[src/rtl/spi_pkg.sv]
// rtl/spi_pkg.sv - shared constants and FSM state type for the SPI slave register block
package spi_pkg;

    localparam int         CMD_RD_BIT     = 7;
    localparam int         BYTE_W         = 8;
    localparam logic [6:0] ABORT_CNT_ADDR = 7'h7F;

    typedef enum logic [1:0] {
        IDLE,
        CMD,
        WDATA,
        RDATA
    } spi_state_e;

endpackage

[src/rtl/spi_pin_sync.sv]
// rtl/spi_pin_sync.sv - 2-flop pin synchronizers with SCLK/CSN edge detect and aligned MOSI
module spi_pin_sync
    import spi_pkg::*;
(
    input  logic clk,
    input  logic rst_n,
    input  logic spi_sclk,
    input  logic spi_csn,
    input  logic spi_mosi,
    output logic sclk_rise,
    output logic sclk_fall,
    output logic csn_rise,
    output logic csn_fall,
    output logic mosi
);

    // bit 0 and bit 1 form the synchronizer, bit 2 is the history stage for edge detect
    logic [2:0] sclk_sync_q, sclk_sync_d;
    logic [2:0] csn_sync_q,  csn_sync_d;
    logic [1:0] mosi_sync_q, mosi_sync_d;

    always_comb begin
        sclk_sync_d = {sclk_sync_q[1:0], spi_sclk};
        csn_sync_d  = {csn_sync_q[1:0],  spi_csn};
        mosi_sync_d = {mosi_sync_q[0],   spi_mosi};
    end

    always_ff @(posedge clk or negedge rst_n) begin
        if (!rst_n) begin
            sclk_sync_q <= 3'b000;
            csn_sync_q  <= 3'b111;
            mosi_sync_q <= 2'b00;
        end else begin
            sclk_sync_q <= sclk_sync_d;
            csn_sync_q  <= csn_sync_d;
            mosi_sync_q <= mosi_sync_d;
        end
    end

    assign sclk_rise = sclk_sync_q[1] & ~sclk_sync_q[2];
    assign sclk_fall = ~sclk_sync_q[1] & sclk_sync_q[2];
    assign csn_rise  = csn_sync_q[1] & ~csn_sync_q[2];
    assign csn_fall  = ~csn_sync_q[1] & csn_sync_q[2];
    // MOSI sits at the same depth as the SCLK edge detect so it is sampled aligned
    assign mosi      = mosi_sync_q[1];

endmodule

[src/rtl/spi_slave_regs.sv]
// rtl/spi_slave_regs.sv - SPI mode-0 slave with byte register file; SPI_SLAVE_ABORT_CNT_EN adds abort counter
module spi_slave_regs
    import spi_pkg::*;
#(
    parameter int DEPTH = 16,
    parameter int AW    = $clog2(DEPTH)
) (
    input  logic              sclk,
    input  logic              rst_n,
    input  logic              SPI_SCLK,
    input  logic              SPI_CSN,
    input  logic              SPI_MOSI,
    output logic              SPI_MISO,
    output logic              wr_valid,
    output logic [AW-1:0]     wr_addr,
    output logic [BYTE_W-1:0] wr_data,
    input  logic [AW-1:0]     host_addr,
    output logic [BYTE_W-1:0] host_rdata
`ifdef SPI_SLAVE_ABORT_CNT_EN
    ,
    output logic [7:0]        abort_cnt
`endif
);

    logic sclk_rise, sclk_fall, csn_rise, csn_fall, mosi;

    spi_pin_sync u_pin_sync (
        .clk       (sclk),
        .rst_n     (rst_n),
        .spi_sclk  (SPI_SCLK),
        .spi_csn   (SPI_CSN),
        .spi_mosi  (SPI_MOSI),
        .sclk_rise (sclk_rise),
        .sclk_fall (sclk_fall),
        .csn_rise  (csn_rise),
        .csn_fall  (csn_fall),
        .mosi      (mosi)
    );

    spi_state_e        state_q, state_d;
    logic [2:0]        bit_cnt_q, bit_cnt_d;
    logic [BYTE_W-2:0] shift_in_q, shift_in_d;
    logic [BYTE_W-1:0] shift_out_q, shift_out_d;
    logic [AW-1:0]     addr_q, addr_d;
    logic              miso_q, miso_d;
    logic              wr_valid_q, wr_valid_d;
    logic [AW-1:0]     wr_addr_q, wr_addr_d;
    logic [BYTE_W-1:0] wr_data_q, wr_data_d;
    logic [BYTE_W-1:0] host_rdata_q, host_rdata_d;
    logic [BYTE_W-1:0] regs_q [DEPTH];
    logic [BYTE_W-1:0] regs_d [DEPTH];

    logic [BYTE_W-1:0] new_byte;
    logic [AW-1:0]     cmd_addr;
    logic [AW-1:0]     addr_inc;
    logic [BYTE_W-1:0] rd_first;

    assign new_byte = {shift_in_q, mosi};
    assign cmd_addr = new_byte[AW-1:0];
    assign addr_inc = addr_q + 1'b1;

`ifdef SPI_SLAVE_ABORT_CNT_EN
    logic [7:0] abort_cnt_q, abort_cnt_d;

    // the counter only replaces the first byte of a read at the command address
    assign rd_first  = (new_byte[6:0] == ABORT_CNT_ADDR) ? abort_cnt_q : regs_q[cmd_addr];
    assign abort_cnt = abort_cnt_q;
`else
    assign rd_first  = regs_q[cmd_addr];
`endif

    always_comb begin
        state_d      = state_q;
        bit_cnt_d    = bit_cnt_q;
        shift_in_d   = shift_in_q;
        shift_out_d  = shift_out_q;
        addr_d       = addr_q;
        miso_d       = miso_q;
        wr_valid_d   = 1'b0;
        wr_addr_d    = wr_addr_q;
        wr_data_d    = wr_data_q;
        regs_d       = regs_q;
        host_rdata_d = regs_q[host_addr];
`ifdef SPI_SLAVE_ABORT_CNT_EN
        abort_cnt_d  = abort_cnt_q;
`endif

        if (state_q != IDLE && csn_rise) begin
            state_d = IDLE;
            miso_d  = 1'b0;
`ifdef SPI_SLAVE_ABORT_CNT_EN
            if (bit_cnt_q != 3'd0 && abort_cnt_q != 8'hFF) begin
                abort_cnt_d = abort_cnt_q + 8'd1;
            end
`endif
        end else begin
            case (state_q)
                IDLE: begin
                    miso_d = 1'b0;
                    if (csn_fall) begin
                        state_d   = CMD;
                        bit_cnt_d = 3'd0;
                    end
                end
                CMD: begin
                    if (sclk_rise) begin
                        shift_in_d = new_byte[BYTE_W-2:0];
                        bit_cnt_d  = bit_cnt_q + 3'd1;
                        if (bit_cnt_q == 3'd7) begin
                            addr_d = cmd_addr;
                            if (new_byte[CMD_RD_BIT]) begin
                                state_d     = RDATA;
                                shift_out_d = rd_first;
                            end else begin
                                state_d = WDATA;
                            end
                        end
                    end
                end
                WDATA: begin
                    if (sclk_rise) begin
                        shift_in_d = new_byte[BYTE_W-2:0];
                        bit_cnt_d  = bit_cnt_q + 3'd1;
                        if (bit_cnt_q == 3'd7) begin
                            regs_d[addr_q] = new_byte;
                            wr_valid_d     = 1'b1;
                            wr_addr_d      = addr_q;
                            wr_data_d      = new_byte;
                            addr_d         = addr_inc;
                        end
                    end
                end
                RDATA: begin
                    // every fall presents the current MSB; the byte reload happens on the 8th rise
                    if (sclk_rise) begin
                        bit_cnt_d = bit_cnt_q + 3'd1;
                        if (bit_cnt_q == 3'd7) begin
                            addr_d      = addr_inc;
                            shift_out_d = regs_q[addr_inc];
                        end
                    end else if (sclk_fall) begin
                        miso_d      = shift_out_q[BYTE_W-1];
                        shift_out_d = {shift_out_q[BYTE_W-2:0], 1'b0};
                    end
                end
                default: begin
                    state_d = IDLE;
                    miso_d  = 1'b0;
                end
            endcase
        end
    end

    always_ff @(posedge sclk or negedge rst_n) begin
        if (!rst_n) begin
            state_q      <= IDLE;
            bit_cnt_q    <= '0;
            shift_in_q   <= '0;
            shift_out_q  <= '0;
            addr_q       <= '0;
            miso_q       <= 1'b0;
            wr_valid_q   <= 1'b0;
            wr_addr_q    <= '0;
            wr_data_q    <= '0;
            host_rdata_q <= '0;
            for (int i = 0; i < DEPTH; i++) begin
                regs_q[i] <= '0;
            end
        end else begin
            state_q      <= state_d;
            bit_cnt_q    <= bit_cnt_d;
            shift_in_q   <= shift_in_d;
            shift_out_q  <= shift_out_d;
            addr_q       <= addr_d;
            miso_q       <= miso_d;
            wr_valid_q   <= wr_valid_d;
            wr_addr_q    <= wr_addr_d;
            wr_data_q    <= wr_data_d;
            host_rdata_q <= host_rdata_d;
            regs_q       <= regs_d;
        end
    end

`ifdef SPI_SLAVE_ABORT_CNT_EN
    always_ff @(posedge sclk or negedge rst_n) begin
        if (!rst_n) begin
            abort_cnt_q <= '0;
        end else begin
            abort_cnt_q <= abort_cnt_d;
        end
    end
`endif

    assign SPI_MISO   = miso_q;
    assign wr_valid   = wr_valid_q;
    assign wr_addr    = wr_addr_q;
    assign wr_data    = wr_data_q;
    assign host_rdata = host_rdata_q;

endmodule

[config.mk]
export PLATFORM = sky130hd
export DESIGN_NAME = spi_slave_regs
export DESIGN_NICKNAME = d
export VERILOG_FILES = /design/src/rtl/spi_pkg.sv /design/src/rtl/spi_pin_sync.sv /design/src/rtl/spi_slave_regs.sv
export SDC_FILE = /design/constraint.sdc
export NUM_CORES = 1
export LEC_CHECK = 0
export CORE_ASPECT_RATIO = 1.2
export CORE_MARGIN = 4
export CORE_UTILIZATION = 55
export DETAILED_ROUTE_END_ITERATION = 10
export PLACE_DENSITY = 0.72
export SLEW_MARGIN = 25
export SYNTH_ARGS = -nofsm -noshare
export SYNTH_HDL_FRONTEND = slang
export SYNTH_SLANG_ARGS = --single-unit
[constraint.sdc]
create_clock -name sclk -period 4.04 [get_ports sclk]
set_input_delay 0.404 -clock sclk [delete_from_list [all_inputs] [get_ports sclk]]
set_output_delay 0.404 -clock sclk [all_outputs]
set_load 0.03 [all_outputs]
==> results.yml <==
outcome:
  status: "finished clean"
route:
  drc_errors: 0
  ant_nets: 0
  dr.pass1.iters: 6
  vias: 6981
  post_drt_via_cell_ratio: 6.817
  wl_per_cell_um: 27.84
  dr.first_iter.drc_count: 904
  wl_um: 28510
timing:
  fin_crit_ns: 3.070
  holdWs_ns: 0.04359
  finalCritPeriodShare_pct: 75.98
  setup_ws_ns: 0.9702
  slew_violations: 0
  finalClockSkew_ns: 0.01078
  finalHoldViolations: 0
  fin_setup_tns_ns: 0
  relSlewSlack_pct: 26.30
  rsz0062_at_grt: "false"
  timing.fmax_ghz: 0.3258
  tightest_slew_ns: 1.103
  finalSetupViolCount: 0
worst_setup_path:
  slowest_delay_ns: 0.62
  worstSetupPathType: "flip-flop to flip-flop"
  worstSetupStartpointType: "flip-flop"
  crit_cells: 7
  worstPathCellList: "inv_1 > ha_1 > or3b_1 > nand4_4 > nor3_1 > nand2_2 > mux2_2"
  reg2reg_to: "regs_q[99]"
  crit_fanout: 18
  r2r_start: "state_q[1]"
  cp_top_family: "simple AND/OR/NAND/NOR gates"
  rr_worst_depth: 7
  required_ns: 4.36
  worstSetupStartpoint: "state_q[1]"
  r2r_slack_ns: 0.97
  critPathSlowestCell: "nor3_1"
  cp.arrival_ns: 3.39
  critPathCaptureType: "flip-flop"
  path_buf_inv: 1
synthesis:
  synth.distinct_cells: 50
  synth_area_leaders: "dfrtp_1 (43%), mux4_2 (20%), mux2_2 (10%)"
  synth_ff_type: "dfrtp_1"
  seq_area_frac_synth_pct: 43.91
  synth_top_area_cell: "dfrtp_1"
  synthesis.area_mm2: 0.01038
  syn_area_per_cell_um2: 13.71
  synth_edf_count: 0
  yosys-top-cells-count: "dfrtp_1 (179), mux4_2 (94), mux2_2 (93)"
  syn-instance-count: 757
  synthArstFlopShare_pct: 100.0
  synth_top_area_share_pct: 43.15
  synth_seq_cells: 182
  synth.most_common_cell: "dfrtp_1"
  yosys_warnings: 0
  synth_nets: 779
clock_tree:
  cts_resized: 0
  clock_tree.root_cell: "clkbuf_16"
  clock-sinks: 182
  post-cts-setup-buffers: 0
  hold_buffers: 0
  cts_tree: "yes"
  cts_buffers: 17
  clock_path_buffers: 2
  cts.clk_slew.worst_paths_ns: 0.07
  htree_levels: 4
  clock_latency_ns: 0.44
power_and_ir_drop:
  ir_drop_v: 0.0004110
  p_per_area_mw_per_mm2: 469.7
  p_leak_nw: 5.156
global_routing:
  grt_pass1_wl_um: 44770
  grt_max_degree: 86
  overflow: 0
  track_usage_pct: 28.33
  antenna_found_initial: 0
  grt_pass1_vias: 7282
finish:
  num_antenna_cells: 0
  fillers: 1399
  fin_nets: 781
  post_route_cells_drive_above_1_share_pct: 38.08
  syn2layout_area_growth_pct: 9.739
floorplan:
  ios: 31
  die_area_mm2: 0.02115
  core_area_mm2: 0.01838
  num_rows: 54
  dieHeight_um: 158.5
  start_util_pct: 56.49
  die_w_um: 133.4
placed_design:
  place.gp.congestion: 0.8680
  pre_cts_ws_ns: 1.055
  io_buffers: 30
  hpwl_um: 18470
worst_hold_path:
  hp-class: "input pin to async pin"
flow_run:
  drv_cap: 0
==> final cells by class <==
class	count	area, um^2	share of cell area [%]
clock inverters	8	101.3	0.8896
multi-input cells	490	5426	47.63
repair buffers	47	446.7	3.921
inverters	21	78.83	0.6919
clock buffers	24	461.7	4.053
flip-flops and latches	182	4562	40.04
well taps	252	315.3	2.768
==> metal layers <==
layer | wire (um) | GRT usage [%] | vias to the layer above
li1 | - | - | 2864
met1 | 11210 | 38.24 | 3665
met2 | 14100 | 46.06 | 374
met3 | 2248 | 5.973 | 78
met4 | 951 | 10.58 | 0
met5 | 0 | 0 | -
==> metrics by stage <==
step	instances	cell area, um^2	utilization, %	power (W)
floorplan	757	10380	-	0.003179
global placement	992	10830	58.91	0.003667
detailed placement	992	10830	58.91	0.003723
CTS	1024	11390	61.98	0.005331
global route	1024	11390	61.99	0.005574
finish	1024	11390	61.99	0.005351
==> worst max-delay path by stage <==
stage / endpoint
2_1_floorplan: shift_out_q[4]
3_3_place_gp: regs_q[127]
3_5_place_dp: regs_q[97]
4_1_cts: regs_q[101]
5_1_grt: regs_q[109]
6_report: regs_q[99]
==> cells by family (layout without fill, tap and decap cells) <==
| logic type | after synthesis | count (layout) | share of synthesized area, % |
|---|---|---|---|
| DFF | 182 | 182 | 43.91 |
| buffers and inverters | 85 | 100 | 3.845 |
| AOI/OAI and AO/OA | 81 | 81 | 5.171 |
| and+or+nand+nor | 138 | 138 | 6.593 |
| muxes | 256 | 256 | 38.68 |
| adders and majority gates | 13 | 13 | 1.567 |
| xor gates and xnor gates | 2 | 2 | 0.2411 |
==> worst reg2reg max path: cells and delay by family, from the launching register on <==
kind                       cells  cell delay (ns)
and+or+nand+nor                4             1.66
DFF                            1             0.42
adders and majority gates      1             0.42
buffers and inverters          1             0.10
muxes                          1             0.37
==> state kept, by name, summed over array words and instances, names as in the netlist <==
name	cells
SPI_MISO	1
addr_q	4
bit_cnt_q	3
host_rdata	8
regs_q	128
shift_in_q	7
shift_out_q	8
state_q	2
u_pin_sync.csn_sync_q	3
u_pin_sync.mosi_sync_q	2
u_pin_sync.sclk_sync_q	3
wr_addr	4
wr_data	8
wr_valid	1
==> power breakdown <==
part | leakage, nW | switching [W] | internal (W) | total, W
registers | 2.49 | 0.000253 | 0.00194 | 0.00219
clock network | 0.264 | 0.000703 | 0.000927 | 0.00163
logic | 2.40 | 0.000958 | 0.000571 | 0.00153
==> layout by cell type, fill, tap and decap left out, drive strengths merged, types with 4 or more instances in the layout <==
master         Yosys  routed
a22oi              5       5
a221oi             4       4
clkbuf            28      24
nand2b             6       6
and2               5       5
nand2             75      75
a21oi              9       9
clkdlybuf4s50      0      27
buf               36      20
o221ai             4       4
nor3               8       8
nor4               7       7
a211oi            10      10
o211a              4       4
ha                13      13
dfrtp            179     179
inv               21      21
nand3              8       8
nor2              19      19
mux2i             37      37
o21ai             32      32
mux4              94      94
mux2             125     125
Power figures use the tool's default switching activity.
